### src/rtl/countdown_timer_if.sv
// Control/status bundle for countdown_timer: load handshake, run controls and status.
interface countdown_timer_if #(
  parameter int unsigned WIDTH = 4
) ();
  logic             load_valid;
  logic [WIDTH-1:0] load_value;
  logic             load_ready;
  logic             start;
  logic             pause;
  logic             abort;
  logic             tick_en;
  logic             auto_reload;
  logic [WIDTH-1:0] count;
  logic             busy;
  logic             done;

  modport master (
    output load_valid, load_value, start, pause, abort, tick_en, auto_reload,
    input  load_ready, count, busy, done
  );

  modport slave (
    input  load_valid, load_value, start, pause, abort, tick_en, auto_reload,
    output load_ready, count, busy, done
  );
endinterface

### src/rtl/countdown_timer.sv
// Loadable countdown timer: count register around a borrow-flagged decrementer,
// with IDLE/RUN/PAUSE control, registered busy, one-cycle done pulse and auto-reload.
module countdown_timer #(
  parameter int unsigned WIDTH        = 4,
  parameter bit          AUTO_DEFAULT = 1'b0
) (
  input logic              clk,
  input logic              rst_n,
  countdown_timer_if.slave bus
);

  if (WIDTH != 4) begin : g_width_check
    $error("countdown_timer: only WIDTH=4 is supported");
  end

  typedef enum logic [1:0] {
    StIdle  = 2'b00,
    StRun   = 2'b01,
    StPause = 2'b10
  } state_e;

  state_e           state_q, state_d;
  logic [WIDTH-1:0] count_q, count_d;
  logic [WIDTH-1:0] reload_q, reload_d;
  logic             auto_q, auto_d;
  logic             done_q, done_d;
  logic             busy_q, busy_d;

  // Decrementer: b = a + all-ones; b[WIDTH] is the borrow, set only when a == 0.
  logic [WIDTH:0] dec_sum;
  logic [WIDTH:0] dec_b;
  logic           dec_apply;

  // Decrementer datapath
  always_comb begin
    dec_sum = {1'b0, count_q} + {1'b0, {WIDTH{1'b1}}};
    dec_b   = {~dec_sum[WIDTH], dec_sum[WIDTH-1:0]};
  end

  // State and data registers
  always_ff @(posedge clk or negedge rst_n) begin
    if (!rst_n) begin
      state_q  <= StIdle;
      count_q  <= '0;
      reload_q <= '0;
      auto_q   <= AUTO_DEFAULT;
      done_q   <= 1'b0;
      busy_q   <= 1'b0;
    end else begin
      state_q  <= state_d;
      count_q  <= count_d;
      reload_q <= reload_d;
      auto_q   <= auto_d;
      done_q   <= done_d;
      busy_q   <= busy_d;
    end
  end

  // Next-state and datapath update; priority abort > load > start > pause > tick
  always_comb begin
    state_d   = state_q;
    count_d   = count_q;
    reload_d  = reload_q;
    auto_d    = auto_q;
    done_d    = 1'b0;
    dec_apply = 1'b0;
    if (bus.abort) begin
      state_d = StIdle;
    end else begin
      case (state_q)
        StIdle: begin
          if (bus.load_valid) begin
            count_d  = bus.load_value;
            reload_d = bus.load_value;
            auto_d   = bus.auto_reload;
          end else if (bus.start && (count_q != '0)) begin
            state_d = StRun;
          end
        end
        StRun: begin
          if (bus.pause) begin
            state_d = StPause;
          end else if (bus.tick_en) begin
            dec_apply = 1'b1;
            count_d   = dec_b[WIDTH-1:0];
            if (count_q == WIDTH'(1)) begin
              done_d = 1'b1;
              if (auto_q) begin
                count_d = reload_q;
              end else begin
                state_d = StIdle;
              end
            end
          end
        end
        StPause: begin
          if (bus.start) begin
            state_d = StRun;
          end
        end
        default: state_d = StIdle;
      endcase
    end
    busy_d = (state_d != StIdle);
  end

  // Outputs
  always_comb begin
    bus.load_ready = (state_q == StIdle);
    bus.count      = count_q;
    bus.busy       = busy_q;
    bus.done       = done_q;
  end

  // A zero count must never reach the decrementer.
  assert property (@(posedge clk) disable iff (!rst_n) dec_apply |-> !dec_b[WIDTH]);

endmodule
### src/flat_wrapper.sv
// flat-port wrapper written by rule: the top's interface ports become plain ports
module countdown_timer_flat 
#(
  parameter int unsigned WIDTH        = 4,
  parameter bit          AUTO_DEFAULT = 1'b0
)
  (clk, rst_n, bus_load_valid, bus_load_value, bus_start, bus_pause, bus_abort, bus_tick_en, bus_auto_reload, bus_load_ready, bus_count, bus_busy, bus_done);
  countdown_timer_if #(.WIDTH(WIDTH)) bus_i ();
  input logic clk;
  input logic rst_n;
  input wire logic [$bits(bus_i.load_valid)-1:0] bus_load_valid;
  input wire logic [$bits(bus_i.load_value)-1:0] bus_load_value;
  input wire logic [$bits(bus_i.start)-1:0] bus_start;
  input wire logic [$bits(bus_i.pause)-1:0] bus_pause;
  input wire logic [$bits(bus_i.abort)-1:0] bus_abort;
  input wire logic [$bits(bus_i.tick_en)-1:0] bus_tick_en;
  input wire logic [$bits(bus_i.auto_reload)-1:0] bus_auto_reload;
  output wire logic [$bits(bus_i.load_ready)-1:0] bus_load_ready;
  output wire logic [$bits(bus_i.count)-1:0] bus_count;
  output wire logic [$bits(bus_i.busy)-1:0] bus_busy;
  output wire logic [$bits(bus_i.done)-1:0] bus_done;
  assign bus_i.load_valid = bus_load_valid;
  assign bus_i.load_value = bus_load_value;
  assign bus_i.start = bus_start;
  assign bus_i.pause = bus_pause;
  assign bus_i.abort = bus_abort;
  assign bus_i.tick_en = bus_tick_en;
  assign bus_i.auto_reload = bus_auto_reload;
  assign bus_load_ready = bus_i.load_ready;
  assign bus_count = bus_i.count;
  assign bus_busy = bus_i.busy;
  assign bus_done = bus_i.done;
  countdown_timer #(.WIDTH(WIDTH), .AUTO_DEFAULT(AUTO_DEFAULT)) u_core (.clk(clk), .rst_n(rst_n), .bus(bus_i));
endmodule
### config.mk
export PLATFORM = sky130hd
export DESIGN_NAME = countdown_timer_flat
export DESIGN_NICKNAME = d
export VERILOG_FILES = /design/src/rtl/countdown_timer_if.sv /design/src/rtl/countdown_timer.sv /design/src/flat_wrapper.sv
export SDC_FILE = /design/constraint.sdc
export NUM_CORES = 1
export LEC_CHECK = 0
export ABC_AREA = 1
export BUFFER_PORTS_ARGS = -buffer_cell sky130_fd_sc_hd__buf_2
export CORE_MARGIN = 4
export CORE_UTILIZATION = 55
export CTS_BUF_LIST = sky130_fd_sc_hd__clkbuf_8
export DETAILED_ROUTE_END_ITERATION = 7
export GPL_TIMING_DRIVEN = 0
export PLACE_DENSITY = 0.8
export RECOVER_POWER = 100
export SLEW_MARGIN = 20
export SYNTH_ARGS = -nofsm -noshare
export SYNTH_HDL_FRONTEND = slang
export SYNTH_SLANG_ARGS = --single-unit
### constraint.sdc
create_clock -name clk -period 2.13 [get_ports clk]
set_input_delay 0.3195 -clock clk [delete_from_list [all_inputs] [get_ports clk]]
set_output_delay 0.3195 -clock clk [all_outputs]
set_load 0.01 [all_outputs]
==> results.json, run 1 <==
{
  "period_needed_ns": 1.547,
  "critPathBufInv": 1,
  "post_cts_buffers": 0,
  "hold_ws_ns": 0.3228,
  "cp-start-kind": "flop",
  "grt_pass1_vias": 714,
  "post-route-util_pct": 68.86,
  "cellLeakagePower_nw": 0.4890,
  "detail_route.first_pass.iterations": 6,
  "core_um2": 1334,
  "clock-sinks": 13,
  "top_usage_layer": "met2",
  "htreeDepth": 1,
  "cp_max_fo": 6,
  "share_comb_of_total_power_pct": 26.3,
  "clock_skew_ns": 0.0006420,
  "area_growth_pct": 16.14,
  "path_depth": 8,
  "cp_top_family": "simple AND/OR/NAND/NOR gates",
  "synth_seq_area_share_pct": 41.14,
  "worstMarginPinSlew_ns": 0.7210,
  "intPower_mw": 0.4892,
  "final_area_um2": 918.4,
  "ir_worst_vdd_mv": 0.5618,
  "syn_nets": 119,
  "wl_per_cell_um": 12.35,
  "cts_buffer_depth": 2,
  "die_h_um": 45.92,
  "ant_nets": 0,
  "maxCapViolations": 0,
  "finalSetupViolations": 0,
  "worstPathArrival_ns": 1.68,
  "finalNetCount": 143,
  "p_per_area_nw_per_um2": 808.1,
  "io_pins": 19,
  "synth_area_leaders": "dfrtp_1, nand2_1, inv_1, nor2_1, a21oi_1",
  "fmax_mhz": 646.6,
  "maxSlewHeadroom_pct": 51.94,
  "path_clk_slew_ns": 0.05,
  "grt_pass1_wl_um": 2925,
  "power_frac_seq_pct": 44.7,
  "antenna_cells": 0,
  "crit_top_cell": "nand2_1",
  "rsz0062_at_grt": "false",
  "dpl.hpwl_um": 1288,
  "p_sw_share_pct": 34.09,
  "routed_wl_um": 1753,
  "dr_total_vias": 748,
  "synth_cell_types": 18,
  "place_congestion": 0.8391,
  "final_common_cell": "nand2_1",
  "overflow": 0,
  "synth_top_cell_by_area": "dfrtp_1",
  "hold_buffers": 1,
  "cts-root-buf": "clkbuf_8",
  "cts_buffers": 3,
  "power_frac_clock_pct": 29.1,
  "start_util_pct": 59.29,
  "hold_viol": 0,
  "max_stage_delay_ns": 0.40,
  "rows": 13,
  "finalPower_mw": 0.7422,
  "dieArea_um2": 2108,
  "mostFrequentLayoutCells": "nand2_1, inv_1, nor2_1",
  "startpoint": "u_core.bus.count[1]$_DFFE_PN0P_",
  "fin_ws_ns": 0.5833,
  "critPathRequiredTime_ns": 2.26,
  "insertion_delay_ns": 0.24,
  "power.switching_mw": 0.2530,
  "r2r-start": "u_core.bus.count[1]$_DFFE_PN0P_",
  "finalMaxSlewViolations": 0,
  "drive_above_1_share_pct": 13.39,
  "yosysWarningCount": 0,
  "die_x_um": 45.92,
  "synthCells": 104,
  "rr_worst_depth": 8,
  "netlist_area_um2": 790.8,
  "vias_per_cell": 5.268,
  "placed_area_um2": 899.6,
  "met2_usage_pct": 33.79,
  "final-instance-count-excl-fill": 142,
  "use_met3_pct": 4.743,
  "outcome": "finished, final reports clean",
  "holdCritPathClass": "input pin to flop",
  "avgSynthCellArea_um2": 7.603,
  "ys_ff_latch": 13,
  "pre_cts_ws_ns": 0.6592,
  "min_from": "bus_auto_reload",
  "layout_worst_path_cycle_share_pct": 72.61,
  "antenna_found_initial": 0,
  "path_cells": "inv_1, ha_1, nor3b_1, nand2_1, nand3_1, nand2_1, nand2_1, nand2_1",
  "post-place-cells": 137,
  "drc": 0,
  "cts_tree": "yes",
  "grt_max_degree": 14,
  "setup-tns-final_ns": 0,
  "grtUsageTotal_pct": 20.06,
  "portBuffers": 18,
  "endpoint_kind": "flop",
  "crit_slowest_cell": "dfrtp_1",
  "grtUsageMet1_pct": 22.55,
  "netlist.area_leader.share_pct": 41.14,
  "drt_iter0_drc": 16,
  "crit_type": "flop to flop",
  "hold_depth": 2,
  "cts.repair.resized": 0
}
[kinds of logic after synthesis]
logic type / share of synthesized area, %
AOI/OAI and AO/OA: 8.228
xor gates and xnor gates: 1.108
adders and majority gates: 4.747
buffers and inverters: 10.92
DFF: 41.14
muxes: 1.424
and+or+nand+nor: 32.44
[cell usage after synthesis]
master,instances
nand2_1,23
inv_1,17
dfrtp_1,13
nor2_1,13
a21oi_1,8
nand3_1,6
o21ai_0,5
nand4_1,4
ha_1,3
nand3_2,3
nor2_2,2
buf_4,1
buf_6,1
inv_2,1
mux2_2,1
nor2_4,1
nor3b_2,1
xnor2_1,1
[power groups by stage]
stage / clock network (mW) / logic, mW / registers, mW
2_1_floorplan: 0 / 0.131 / 0.337
3_3_place_gp: 0 / 0.197 / 0.334
3_5_place_dp: 0 / 0.205 / 0.336
4_1_cts: 0.220 / 0.208 / 0.332
5_1_grt: 0.237 / 0.221 / 0.338
6_report: 0.216 / 0.195 / 0.331
[per-layer routing]
| metal | up-vias | part of all wire [%] |
|---|---|---|
| met4 | 0 | 3.3 |
| met1 | 338 | 44 |
| met5 | - | 0 |
| met2 | 27 | 47 |
| met3 | 8 | 6.0 |
| li1 | 375 | - |
[state kept, by name, indices dropped and copies added (netlist names)]
name	cells
u_core.bus.count	4
u_core.bus.busy	1
u_core.state_q	2
u_core.bus.done	1
u_core.reload_q	4
u_core.auto_q	1
[worst paths after layout]
| path | endpoint | slack (ns) |
|---|---|---|
| max in group asynchronous | u_core.reload_q[1]$_DFFE_PN0P_ | 1.03 |
| worst max-delay path | u_core.bus.busy$_DFF_PN0_ | 0.58 |
| min in group asynchronous | u_core.bus.done$_DFF_PN0_ | 0.64 |
| worst min-delay path | u_core.auto_q$_DFFE_PN0P_ | 0.32 |
| worst min register to register | u_core.reload_q[0]$_DFFE_PN0P_ | 0.49 |
| worst max register to register | u_core.bus.busy$_DFF_PN0_ | 0.58 |
[area by class of cell]
cell class / count / area [um^2]
fillers: 125 / 415.4
multi-input cells: 71 / 364.1
flip-flops and latches: 13 / 325.3
repair buffers: 19 / 90.09
inverters: 18 / 67.56
clock buffers: 3 / 41.29
well taps: 15 / 18.77
plain buffers: 2 / 7.507
clock inverters: 1 / 3.754
[worst register-to-register path: cells and delay by family (launching register included)]
family | cells | cell delay [ns]
simple gates | 6 | 0.59
flops | 1 | 0.40
fa+ha+maj | 1 | 0.30
buf+inv | 1 | 0.14
(Power assumes the default switching activity.)
==> inputs of run 2 (changes only) <==
Settings changed: CORE_UTILIZATION 55 to 54, PLACE_DENSITY 0.8 to 0.78.
Clock period 2.13 ns to 1.5 ns, I/O delays scaled along.
==> results.json, run 2 (same netlist as run 1, synthesis figures left out) <==
{
  "maxCapViolations": 0,
  "dieArea_um2": 2140,
  "path_clk_slew_ns": 0.05,
  "dr_total_vias": 717,
  "final_common_cell": "nand2_1",
  "endpoint_kind": "flop",
  "cts_buffers": 3,
  "finalSetupViolations": 0,
  "insertion_delay_ns": 0.24,
  "htreeDepth": 1,
  "clock-sinks": 13,
  "routed_wl_um": 1617,
  "p_per_area_nw_per_um2": 1125,
  "grt_max_degree": 14,
  "finalMaxSlewViolations": 0,
  "vias_per_cell": 5.049,
  "holdCritPathClass": "input pin to flop",
  "start_util_pct": 59.29,
  "cts_buffer_depth": 2,
  "share_comb_of_total_power_pct": 26.9,
  "io_pins": 19,
  "drc": 0,
  "area_growth_pct": 19.62,
  "portBuffers": 18,
  "clock_skew_ns": 0.003365,
  "rsz0062_at_grt": "false",
  "hold_viol": 0,
  "cts-root-buf": "clkbuf_8",
  "mostFrequentLayoutCells": "nand2_1, inv_1, nor2_1, dfrtp_1, buf_2",
  "cts_tree": "yes",
  "cellLeakagePower_nw": 0.4959,
  "worstMarginPinSlew_ns": 0.6827,
  "placed_area_um2": 899.6,
  "critPathRequiredTime_ns": 1.62,
  "ir_worst_vdd_mv": 0.9227,
  "detail_route.first_pass.iterations": 4,
  "finalNetCount": 143,
  "overflow": 0,
  "antenna_cells": 0,
  "place_congestion": 0.8044,
  "wl_per_cell_um": 11.39,
  "grt_pass1_vias": 652,
  "cp-start-kind": "flop",
  "cp_max_fo": 10,
  "p_sw_share_pct": 33.84,
  "power_frac_clock_pct": 28.2,
  "hold_ws_ns": 0.2228,
  "setup-tns-final_ns": 0,
  "drt_iter0_drc": 31,
  "core_um2": 1334,
  "crit_type": "flop to flop",
  "ant_nets": 0,
  "final_area_um2": 945.9,
  "period_needed_ns": 1.370,
  "rows": 13,
  "grt_pass1_wl_um": 2732,
  "fmax_mhz": 729.8,
  "worstPathArrival_ns": 1.49,
  "maxSlewHeadroom_pct": 54.49,
  "power_frac_seq_pct": 44.9,
  "grtUsageTotal_pct": 18.43,
  "antenna_found_initial": 0,
  "intPower_mw": 0.7041,
  "outcome": "finished, final reports clean",
  "power.switching_mw": 0.3602,
  "die_h_um": 46.27,
  "dpl.hpwl_um": 1229,
  "drive_above_1_share_pct": 19.69,
  "die_x_um": 46.27,
  "layout_worst_path_cycle_share_pct": 91.35
}
run 2: cell types whose count changed in the layout (fill, tap and decap cells not counted):
| cell | before | now |
|---|---|---|
| clkbuf_1 | 10 | 8 |
| inv_1 | 19 | 17 |
| inv_2 | 0 | 2 |
| nor2_1 | 15 | 13 |
| nor2_2 | 0 | 2 |
| buf_4 | 0 | 1 |
| clkbuf_2 | 0 | 1 |
| ha_1 | 3 | 2 |
| ha_4 | 0 | 1 |
| nor3b_1 | 1 | 0 |
| nor3b_2 | 0 | 1 |
run 2: final timing paths:
check                                                from                               to  slack [ns]  cells after the start
hold reg to reg            u_core.reload_q[3]$_DFFE_PN0P_   u_core.reload_q[3]$_DFFE_PN0P_        0.49                      2
setup reg to reg              u_core.state_q[0]$_DFF_PN0_  u_core.bus.count[2]$_DFFE_PN0P_        0.13                      5
hold / removal                            bus_auto_reload        u_core.auto_q$_DFFE_PN0P_        0.22                      2
min in group asynchronous                           rst_n  u_core.bus.count[2]$_DFFE_PN0P_        0.54                      2
max in group asynchronous                           rst_n   u_core.reload_q[3]$_DFFE_PN0P_        0.52                      2
setup / recovery              u_core.state_q[0]$_DFF_PN0_  u_core.bus.count[2]$_DFFE_PN0P_        0.13                      5
run 2: per-layer routing:
metal	GRT usage [%]	share of wire [%]	vias to the layer above
met5	0	0	-
li1	-	-	375
met4	10.23	2.2	0
met3	6.250	7.2	5
met1	25.62	48	308
met2	24.73	42	29
run 2: final cells by class:
class	instances	area [um^2]
buffer	2	12.51
clock buffer	3	41.29
clock inverter	1	3.754
fill	106	387.9
inverter	18	67.56
multi-input combinational	71	386.6
sequential	13	325.3
tap	15	18.77
timing repair buffer	19	90.09
run 2: worst max-delay path, cell delays in order (launching register included):
cell	delay (ns)
dfrtp_1	0.41
nor2_2	0.13
nand3_1	0.19
clkbuf_2	0.24
a21oi_1	0.20
a21oi_1	0.08
run 2: per-stage QoR:
step / power [mW] / worst slack (ns) / instances / util [%]
2_1_floorplan: 0.6642 / 0.1470 / 104 / -
3_3_place_gp: 0.7562 / 0.02880 / 137 / 67.45
3_5_place_dp: 0.7630 / 0.02122 / 137 / 67.45
4_1_cts: 1.071 / 0.001811 / 142 / 71.58
5_1_grt: 1.150 / 0.04947 / 142 / 70.92
6_report: 1.064 / 0.1298 / 142 / 70.92
run 2: repair_timing:
action	4_1_cts	5_1_grt
endpoints found under the hold margin	13	0
hold buffers	1	0
setup buffers	0	0
setup endpoints to repair	0	2
gates resized for setup	0	3
run 2: power groups by stage:
stage | Sequential, mW | Clock [mW] | Combinational, mW
after floorplan | 0.479 | 0 | 0.185
after global routing | 0.487 | 0.333 | 0.329
final | 0.478 | 0.301 | 0.286
after detailed placement | 0.478 | 0 | 0.285
after CTS | 0.471 | 0.310 | 0.289
after global placement | 0.475 | 0 | 0.281
